`config.mk`:
```
export PLATFORM = sky130hd
export DESIGN_NAME = fwd_hazard_unit
export DESIGN_NICKNAME = d
export VERILOG_FILES = /design/src/rtl/pipeline_pkg.sv /design/src/rtl/fwd_select.sv /design/src/rtl/fwd_hazard_unit.sv
export SDC_FILE = /design/constraint.sdc
export NUM_CORES = 1
export LEC_CHECK = 0
export ABC_AREA = 1
export CAP_MARGIN = 20
export CORE_ASPECT_RATIO = 0.9
export CORE_MARGIN = 2
export CORE_UTILIZATION = 60
export DETAILED_ROUTE_END_ITERATION = 16
export GPL_TIMING_DRIVEN = 0
export PLACE_DENSITY = 0.95
export SYNTH_ARGS = -nofsm -noshare
export SYNTH_HDL_FRONTEND = slang
export SYNTH_SLANG_ARGS = --single-unit
```
`constraint.sdc`:
```
create_clock -name clk_i -period 10.6 [get_ports clk_i]
set_clock_uncertainty 0.2 [all_clocks]
set_input_delay 2.12 -clock clk_i [delete_from_list [all_inputs] [get_ports clk_i]]
set_output_delay 2.12 -clock clk_i [all_outputs]
set_load 0.01 [all_outputs]
```
`src/rtl/pipeline_pkg.sv`:
```
// Shared pipeline constants: register file geometry, forwarding stage indices, producer latencies.
// Latency: n/a (constants only).
// Backpressure: n/a.
package pipeline_pkg;

  localparam int REG_AW = 5;
  localparam int NREG   = 2**REG_AW;

  // Forwarding mux select value meaning "take the register file read"
  localparam int FWD_SEL_RF = 0;

  // Forwarding stage indices, nearest first
  localparam int STG_EXMEM = 0;
  localparam int STG_MEMWB = 1;

  // Cycles from issue until a producer's result can be forwarded
  typedef enum logic [2:0] {
    LAT_ALU  = 3'd1,
    LAT_LOAD = 3'd2,
    LAT_MUL  = 3'd4
  } lat_e;

endpackage

```
`src/rtl/fwd_select.sv`:
```
// Priority encoder picking the nearest forwarding stage whose destination matches one EX source.
// Latency: purely combinational, 0 cycles.
// Backpressure: none; output follows inputs every cycle.
module fwd_select #(
  parameter int NUM_FWD = 2,
  parameter int REG_AW  = 5,
  parameter int SEL_W   = $clog2(NUM_FWD + 1)
) (
  input  logic [REG_AW-1:0]         rs,
  input  logic [NUM_FWD-1:0]        fwd_we,
  input  logic [NUM_FWD*REG_AW-1:0] fwd_rd,
  output logic [SEL_W-1:0]          sel
);

  // Scan farthest to nearest so the lowest matching stage index is the last to assign
  always_comb begin
    sel = SEL_W'(pipeline_pkg::FWD_SEL_RF);
    for (int k = NUM_FWD - 1; k >= 0; k--) begin
      if (fwd_we[k] && (fwd_rd[k*REG_AW +: REG_AW] == rs) && (rs != '0)) begin
        sel = SEL_W'(k + 1);
      end
    end
  end

endmodule

```
`src/rtl/fwd_hazard_unit.sv`:
```
// EX forwarding selects, per-register latency scoreboard driving the ID stall, and a stall-cycle counter.
// Latency: fwd_sel_o/stall_o combinational; scoreboard and counter update on the next clock edge.
// Backpressure: stall_o holds PC and IF/ID; a stalled or flushed ID instruction never reaches the scoreboard.
module fwd_hazard_unit #(
  parameter int  NUM_SRC = 2,
  parameter int  NUM_FWD = 2,
  parameter int  REG_AW  = pipeline_pkg::REG_AW,
  parameter int  MAX_LAT = 4,
  parameter int  STAT_W  = 32,
  localparam int NREG    = 2**REG_AW,
  localparam int CNT_W   = $clog2(MAX_LAT + 1),
  localparam int SEL_W   = $clog2(NUM_FWD + 1)
) (
  input  logic                      clk_i,
  input  logic                      rst_i,
  input  logic                      id_valid_i,
  input  logic [NUM_SRC*REG_AW-1:0] id_rs_i,
  input  logic [NUM_SRC-1:0]        id_rs_used_i,
  input  logic                      id_we_i,
  input  logic [REG_AW-1:0]         id_rd_i,
  input  logic [CNT_W-1:0]          id_lat_i,
  input  logic                      flush_i,
  input  logic [NUM_SRC*REG_AW-1:0] ex_rs_i,
  input  logic [NUM_FWD-1:0]        fwd_we_i,
  input  logic [NUM_FWD*REG_AW-1:0] fwd_rd_i,
  output logic [NUM_SRC*SEL_W-1:0]  fwd_sel_o,
  output logic                      stall_o,
  output logic [NREG-1:0]           busy_o,
  output logic [STAT_W-1:0]         stall_cnt_o
);

  localparam logic [CNT_W-1:0] MAX_LAT_C = CNT_W'(MAX_LAT);

  // Remaining cycles until each register's pending result is forwardable; entry 0 stays zero
  logic [NREG-1:0][CNT_W-1:0] cnt;
  logic [CNT_W-1:0]           lat_c;
  logic                       issue;
  logic                       trk_we;
  logic                       raw;
  logic                       waw;

  // Clamp oversize latencies and qualify the scoreboard write
  always_comb begin
    lat_c  = (id_lat_i > MAX_LAT_C) ? MAX_LAT_C : id_lat_i;
    issue  = id_valid_i && !flush_i && !stall_o;
    trk_we = issue && id_we_i && (id_rd_i != '0) && (id_lat_i != '0);
  end

  // Hazard check against registered counts only, so the stall never depends on fwd_* inputs
  always_comb begin
    raw = 1'b0;
    for (int s = 0; s < NUM_SRC; s++) begin
      if (id_rs_used_i[s] && (id_rs_i[s*REG_AW +: REG_AW] != '0) &&
          (cnt[id_rs_i[s*REG_AW +: REG_AW]] > CNT_W'(1))) begin
        raw = 1'b1;
      end
    end
    waw     = id_we_i && (id_rd_i != '0) && (cnt[id_rd_i] > lat_c);
    stall_o = id_valid_i && !flush_i && (raw || waw);
  end

  // Scoreboard: a new tracked write reloads the count, otherwise non-zero counts tick down
  always_ff @(posedge clk_i or negedge rst_i) begin
    if (!rst_i) begin
      cnt <= '0;
    end else begin
      cnt[0] <= '0;
      for (int r = 1; r < NREG; r++) begin
        if (trk_we && (id_rd_i == REG_AW'(r))) begin
          cnt[r] <= lat_c;
        end else if (cnt[r] != '0) begin
          cnt[r] <= cnt[r] - CNT_W'(1);
        end
      end
    end
  end

  // Per-register pending flags
  always_comb begin
    for (int r = 0; r < NREG; r++) begin
      busy_o[r] = (cnt[r] != '0);
    end
  end

  // Saturating count of stalled cycles
  always_ff @(posedge clk_i or negedge rst_i) begin
    if (!rst_i) begin
      stall_cnt_o <= '0;
    end else if (stall_o && (stall_cnt_o != '1)) begin
      stall_cnt_o <= stall_cnt_o + STAT_W'(1);
    end
  end

  for (genvar s = 0; s < NUM_SRC; s++) begin : g_sel
    fwd_select #(
      .NUM_FWD (NUM_FWD),
      .REG_AW  (REG_AW),
      .SEL_W   (SEL_W)
    ) u_fwd_select (
      .rs     (ex_rs_i[s*REG_AW +: REG_AW]),
      .fwd_we (fwd_we_i),
      .fwd_rd (fwd_rd_i),
      .sel    (fwd_sel_o[s*SEL_W +: SEL_W])
    );
  end

endmodule

```
==> out/qor_table.md, run 1 <==
| Stage | Item | Value |
|---|---|---|
| global route | GRT Util Overall | 42.70% |
| drt | Detailed router's first-iteration violation count | 2086 |
| power | Total leakage power | 6.485 nW |
| sta | Final setup violation count | 0 |
| job | Number of max-cap violations | 0 |
| global route | Overflow left after global routing | 0 |
| finish | Multi-input gate area in the final layout | 6264 sq um |
| min path | Min-delay src | cnt[49]$_DFFE_PN0P_ |
| critical path | Ordered cell list for the critical path | clkdlybuf4s50_1, inv_1, nor2_1, inv_1, clkbuf_1, o22ai_1, o21ai_0, nand2_1, a221oi_1, a21oi_1, ha_1, a21oi_1, o21ai_0, nand4_1, nand2_1, nor2_1, buf_2, buf_2, nor3_1, clkdlybuf4s50_1 |
| sta | Hold_ws | 0.3114 ns |
| sta | Hold violation count in the final report | 0 |
| critical path | Kind of cell adding the most delay to the critical path | buffers and inverters |
| clock tree | Skew-Pair Late Insertion Delay | 0.45 ns |
| finish | Fill cell instance count of the final layout | 1455 |
| drt | Number of remaining DRC errors | 0 |
| logic synthesis | Number of distinct library cells after synthesis | 36 |
| logic synthesis | Synthesized area per cell | 6.719 sq um |
| critical path | Required time reported for the critical path endpoint | 8.28 ns |
| logic synthesis | Yosys warns | 0 |
| die | Row Count | 46 |
| logic synthesis | Fraction of synthesized cell area taken by the top area cell type | 29.37% |
| logic synthesis | Cell area after synthesis | 10650 sq um |
| clock tree | Post-CTS Setup Bufs | 0 |
| die | Initial core utilization | 60.87% |
| critical path | Critical Path Max Stage Delay | 0.65 ns |
| drt | Number of nets with antenna violations after detailed routing | 0 |
| finish | Final non-filler cell area | 12680 sq um |
| placement | Port-buffer cells | 110 |
| sta | Number of pins exceeding their max-slew limit in the final report | 0 |
| logic synthesis | Synth Net Count | 1698 |
| sta | Total negative slack for setup checks | 0 ns |
| clock tree | CTS root buffer | sky130_fd_sc_hd__clkbuf_16 |
| die | I/O pin count | 116 |
| critical path | Beginning of the worst register-to-register path | cnt[47]$_DFFE_PN0P_ |
| clock tree | CTS clock-pin slew for the worst setup and hold paths | 0.06 ns |
| global route | Global Route met1 Usage | 53.58% |
| global route | Met2 usage in global routing | 64.71% |
| global route | Routing usage on met3 | 13.67% |
| drt | Count of TritonRoute iterations in the first routing pass | 12 |
| die | Die Height | 130.4 microns |
| global route | First-pass GRT wire length | 60.49 mm |
| finish | Area Overhead vs Synth | 19.03% |
| drt | Vias post-DR | 12240 |
| sta | Tightest Pin Transition | 1.084 ns |
| drt | Final wirelength | 40.07 mm |
| placement | Placer Congestion | 1.091 |
| finish | Register cell area after layout | 3128 sq um |
| min path | Kind of path behind the tightest hold check | register to register |
| logic synthesis | Post-synthesis cell type with the largest combined area | sky130_fd_sc_hd__dfrtp_1 |
| sta | Part of the cycle the worst path needs | 87.30% |
| finish | Number of antenna diodes | 0 |
| critical path | CP max stage cell | sky130_fd_sc_hd__nor2_1 |
| placement | Post-DP Area | 12080 sq um |
| logic synthesis | Share of synthesized registers carrying an async set or reset | 100.0% |
| global route | Largest net degree at the start of global routing | 84 |
| clock tree | Inserted Clock Buffers | 17 |
| critical path | Worst path bufs/invs | 7 |
| critical path | Arrival time reported for the critical path endpoint | 6.93 ns |
| drt | Wire length per cell | 20.36 microns |
| logic synthesis | Sequential share of the synthesized area | 29.37% |
| power | Total power of the final layout | 3.310 mW |
| critical path | Setup crit end kind | output pin |
| logic synthesis | Largest cells by area after synthesis | sky130_fd_sc_hd__dfrtp_1 (29%), sky130_fd_sc_hd__nand2_1 (14%), sky130_fd_sc_hd__inv_1 (9.1%), sky130_fd_sc_hd__ha_1 (7.8%), sky130_fd_sc_hd__nand4_1 (6.8%) |
| power | Power per cell area | 261.1 nW/um^2 |
| drt | Via density per instance | 6.221 |
| global route | Global routing's busiest layer | met2 |
| clock tree | CTS tree | built |
| logic synthesis | Number of standard cells after synthesis | 1585 |
| power | Max IR drop VDD | 140.8 uV |
| clock tree | Number of H-tree levels | 4 |
| critical path | Setup crit start kind | primary input |
| logic synthesis | Synthesized flop and latch total | 125 |
| global route | Via count of the first global-routing pass | 11460 |
| clock tree | CTS resizes | 0 |
| sta | RSZ-0062 raised after global routing | no |
| clock tree | Largest buffer count on any clock path | 2 |
| logic synthesis | Number of enable-type register cells in the synthesized netlist | 0 |
| sta | Time the worst path needs with I/O delays and setup | 9.254 ns |
| finish | Net count, final | 1828 |
| critical path | Type of the worst setup path | primary input to output pin |
| die | DIE AREA | 18830 sq um |
| finish | Share of the core filled with cells | 72.45% |
| logic synthesis | Primary flip-flop cell chosen by synthesis mapping | sky130_fd_sc_hd__dfrtp_1 |
| finish | Fraction of final layout cells with drive strength greater than 1 | 4.688% |
| clock tree | CTS sink count | 125 |
| global route | Initial antenna violation count | 1 |
| placement | Detailed placer's ending HPWL | 28.76 mm |
| critical path | Critical path origin | id_rd_i[0] |
| sta | Slew Limit Headroom | 27.50% |
| sta | Peak clock frequency supported by timing | 0.1081 GHz |
| die | Horizontal extent of the die | 144.4 microns |
| die | Placeable core area | 17500 sq um |
| outcome | Outcome | completed |
| clock tree | Number of buffers added to fix hold violations after cts | 0 |
| critical path | Max FO, Critical Path | 10 |
per-layer routing:
metal | vias up | share of wire [%]
li1 | 5403 | -
met1 | 5542 | 37
met2 | 1006 | 42
met3 | 290 | 14
met4 | 2 | 7.2
met5 | - | 0.047
where the power goes:
part           internal [mW]  leakage, nW  switching (mW)
logic                  0.694         4.64            1.17
clock network          0.358        0.292           0.255
registers              0.683         1.55           0.147
through the flow:
step	cells	worst slack [ns]
after floorplan	1585	3.585
after detailed placement	1936	1.776
final	1968	1.346
after global placement	1935	1.768
after CTS	1968	1.751
after global routing	1968	1.216
logic make-up (layout without fill, tap and decap cells):
group,after synthesis,after routing,share of synthesized area (%)
AND/OR/NAND/NOR,813,813,33.59
buffers and inverters,319,462,11.82
AO/OA/AOI/OAI,149,149,8.036
flip-flops,125,125,29.37
XOR/XNOR,96,96,7.895
adder cells (fa/ha/maj),66,66,7.754
multiplexers,16,16,1.504
other,1,1,0.03521
worst paths after layout:
kind	to	cells after the start	slack (ns)
hold / removal	cnt[49]$_DFFE_PN0P_	2	0.31
setup reg to reg	cnt[62]$_DFFE_PN0P_	17	6.85
min in group asynchronous	cnt[6]$_DFFE_PN0P_	1	1.38
hold reg to reg	cnt[49]$_DFFE_PN0P_	2	0.31
max in group asynchronous	cnt[64]$_DFFE_PN0P_	2	8.03
setup / recovery	stall_o	20	1.35
sequential cells by signal (all words and copies together) (netlist names):
signal / cells
cnt: 93
stall_cnt_o: 32
synth_stat cells, types with 5 or more instances:
cell type	count
sky130_fd_sc_hd__nand3_1	87
sky130_fd_sc_hd__or2_2	12
sky130_fd_sc_hd__dfrtp_1	125
sky130_fd_sc_hd__nand4_1	116
sky130_fd_sc_hd__inv_1	257
sky130_fd_sc_hd__o21ai_1	6
sky130_fd_sc_hd__o21ai_0	64
sky130_fd_sc_hd__a21oi_1	18
sky130_fd_sc_hd__clkbuf_1	33
sky130_fd_sc_hd__xnor2_1	14
sky130_fd_sc_hd__nor3_1	16
sky130_fd_sc_hd__nor2_1	160
sky130_fd_sc_hd__buf_2	16
sky130_fd_sc_hd__ha_1	66
sky130_fd_sc_hd__o22ai_1	43
sky130_fd_sc_hd__nor4_1	13
sky130_fd_sc_hd__mux2i_1	16
sky130_fd_sc_hd__xor2_1	82
sky130_fd_sc_hd__nor2_2	7
sky130_fd_sc_hd__buf_4	5
sky130_fd_sc_hd__nand2_1	399
layout make-up:
cell class,count,share of cell area (%)
Clock inverter,13,1.214
Tap cell,240,2.369
Clock buffer,19,3.494
Timing Repair Buffer,111,8.912
Sequential cell,125,24.67
Inverter,259,7.669
Multi-Input combinational cell,1141,49.41
Buffer,60,2.260
cells in the final DEF, fill, tap and decap left out, types with 17 or more instances in the layout:
| master | instances |
|---|---|
| sky130_fd_sc_hd__o22ai_1 | 43 |
| sky130_fd_sc_hd__clkbuf_1 | 34 |
| sky130_fd_sc_hd__nand3_1 | 87 |
| sky130_fd_sc_hd__o21ai_0 | 64 |
| sky130_fd_sc_hd__a21oi_1 | 18 |
| sky130_fd_sc_hd__inv_1 | 257 |
| sky130_fd_sc_hd__ha_1 | 66 |
| sky130_fd_sc_hd__clkdlybuf4s50_1 | 109 |
| sky130_fd_sc_hd__xor2_1 | 82 |
| sky130_fd_sc_hd__nor2_1 | 160 |
| sky130_fd_sc_hd__clkbuf_16 | 17 |
| sky130_fd_sc_hd__nand2_1 | 399 |
| sky130_fd_sc_hd__nand4_1 | 116 |
| sky130_fd_sc_hd__dfrtp_1 | 125 |
worst min-delay path, stage by stage, from the launching register on:
cell	delay, ns
sky130_fd_sc_hd__dfrtp_1	0.35
sky130_fd_sc_hd__nand3_1	0.07
sky130_fd_sc_hd__nand2_1	0.06
Power figures use the tool's default switching activity.
==> run 2, diff against run 1 <==
--- a/config.mk
+++ b/config.mk
@@ -13,6 +13,7 @@
 export DETAILED_ROUTE_END_ITERATION = 16
 export GPL_TIMING_DRIVEN = 0
 export PLACE_DENSITY = 0.95
+export SETUP_SLACK_MARGIN = 0.05
 export SYNTH_ARGS = -nofsm -noshare
 export SYNTH_HDL_FRONTEND = slang
 export SYNTH_SLANG_ARGS = --single-unit
==> results of run 2 <==
The final DEF is identical to that of run 1; final timing and power are the same.
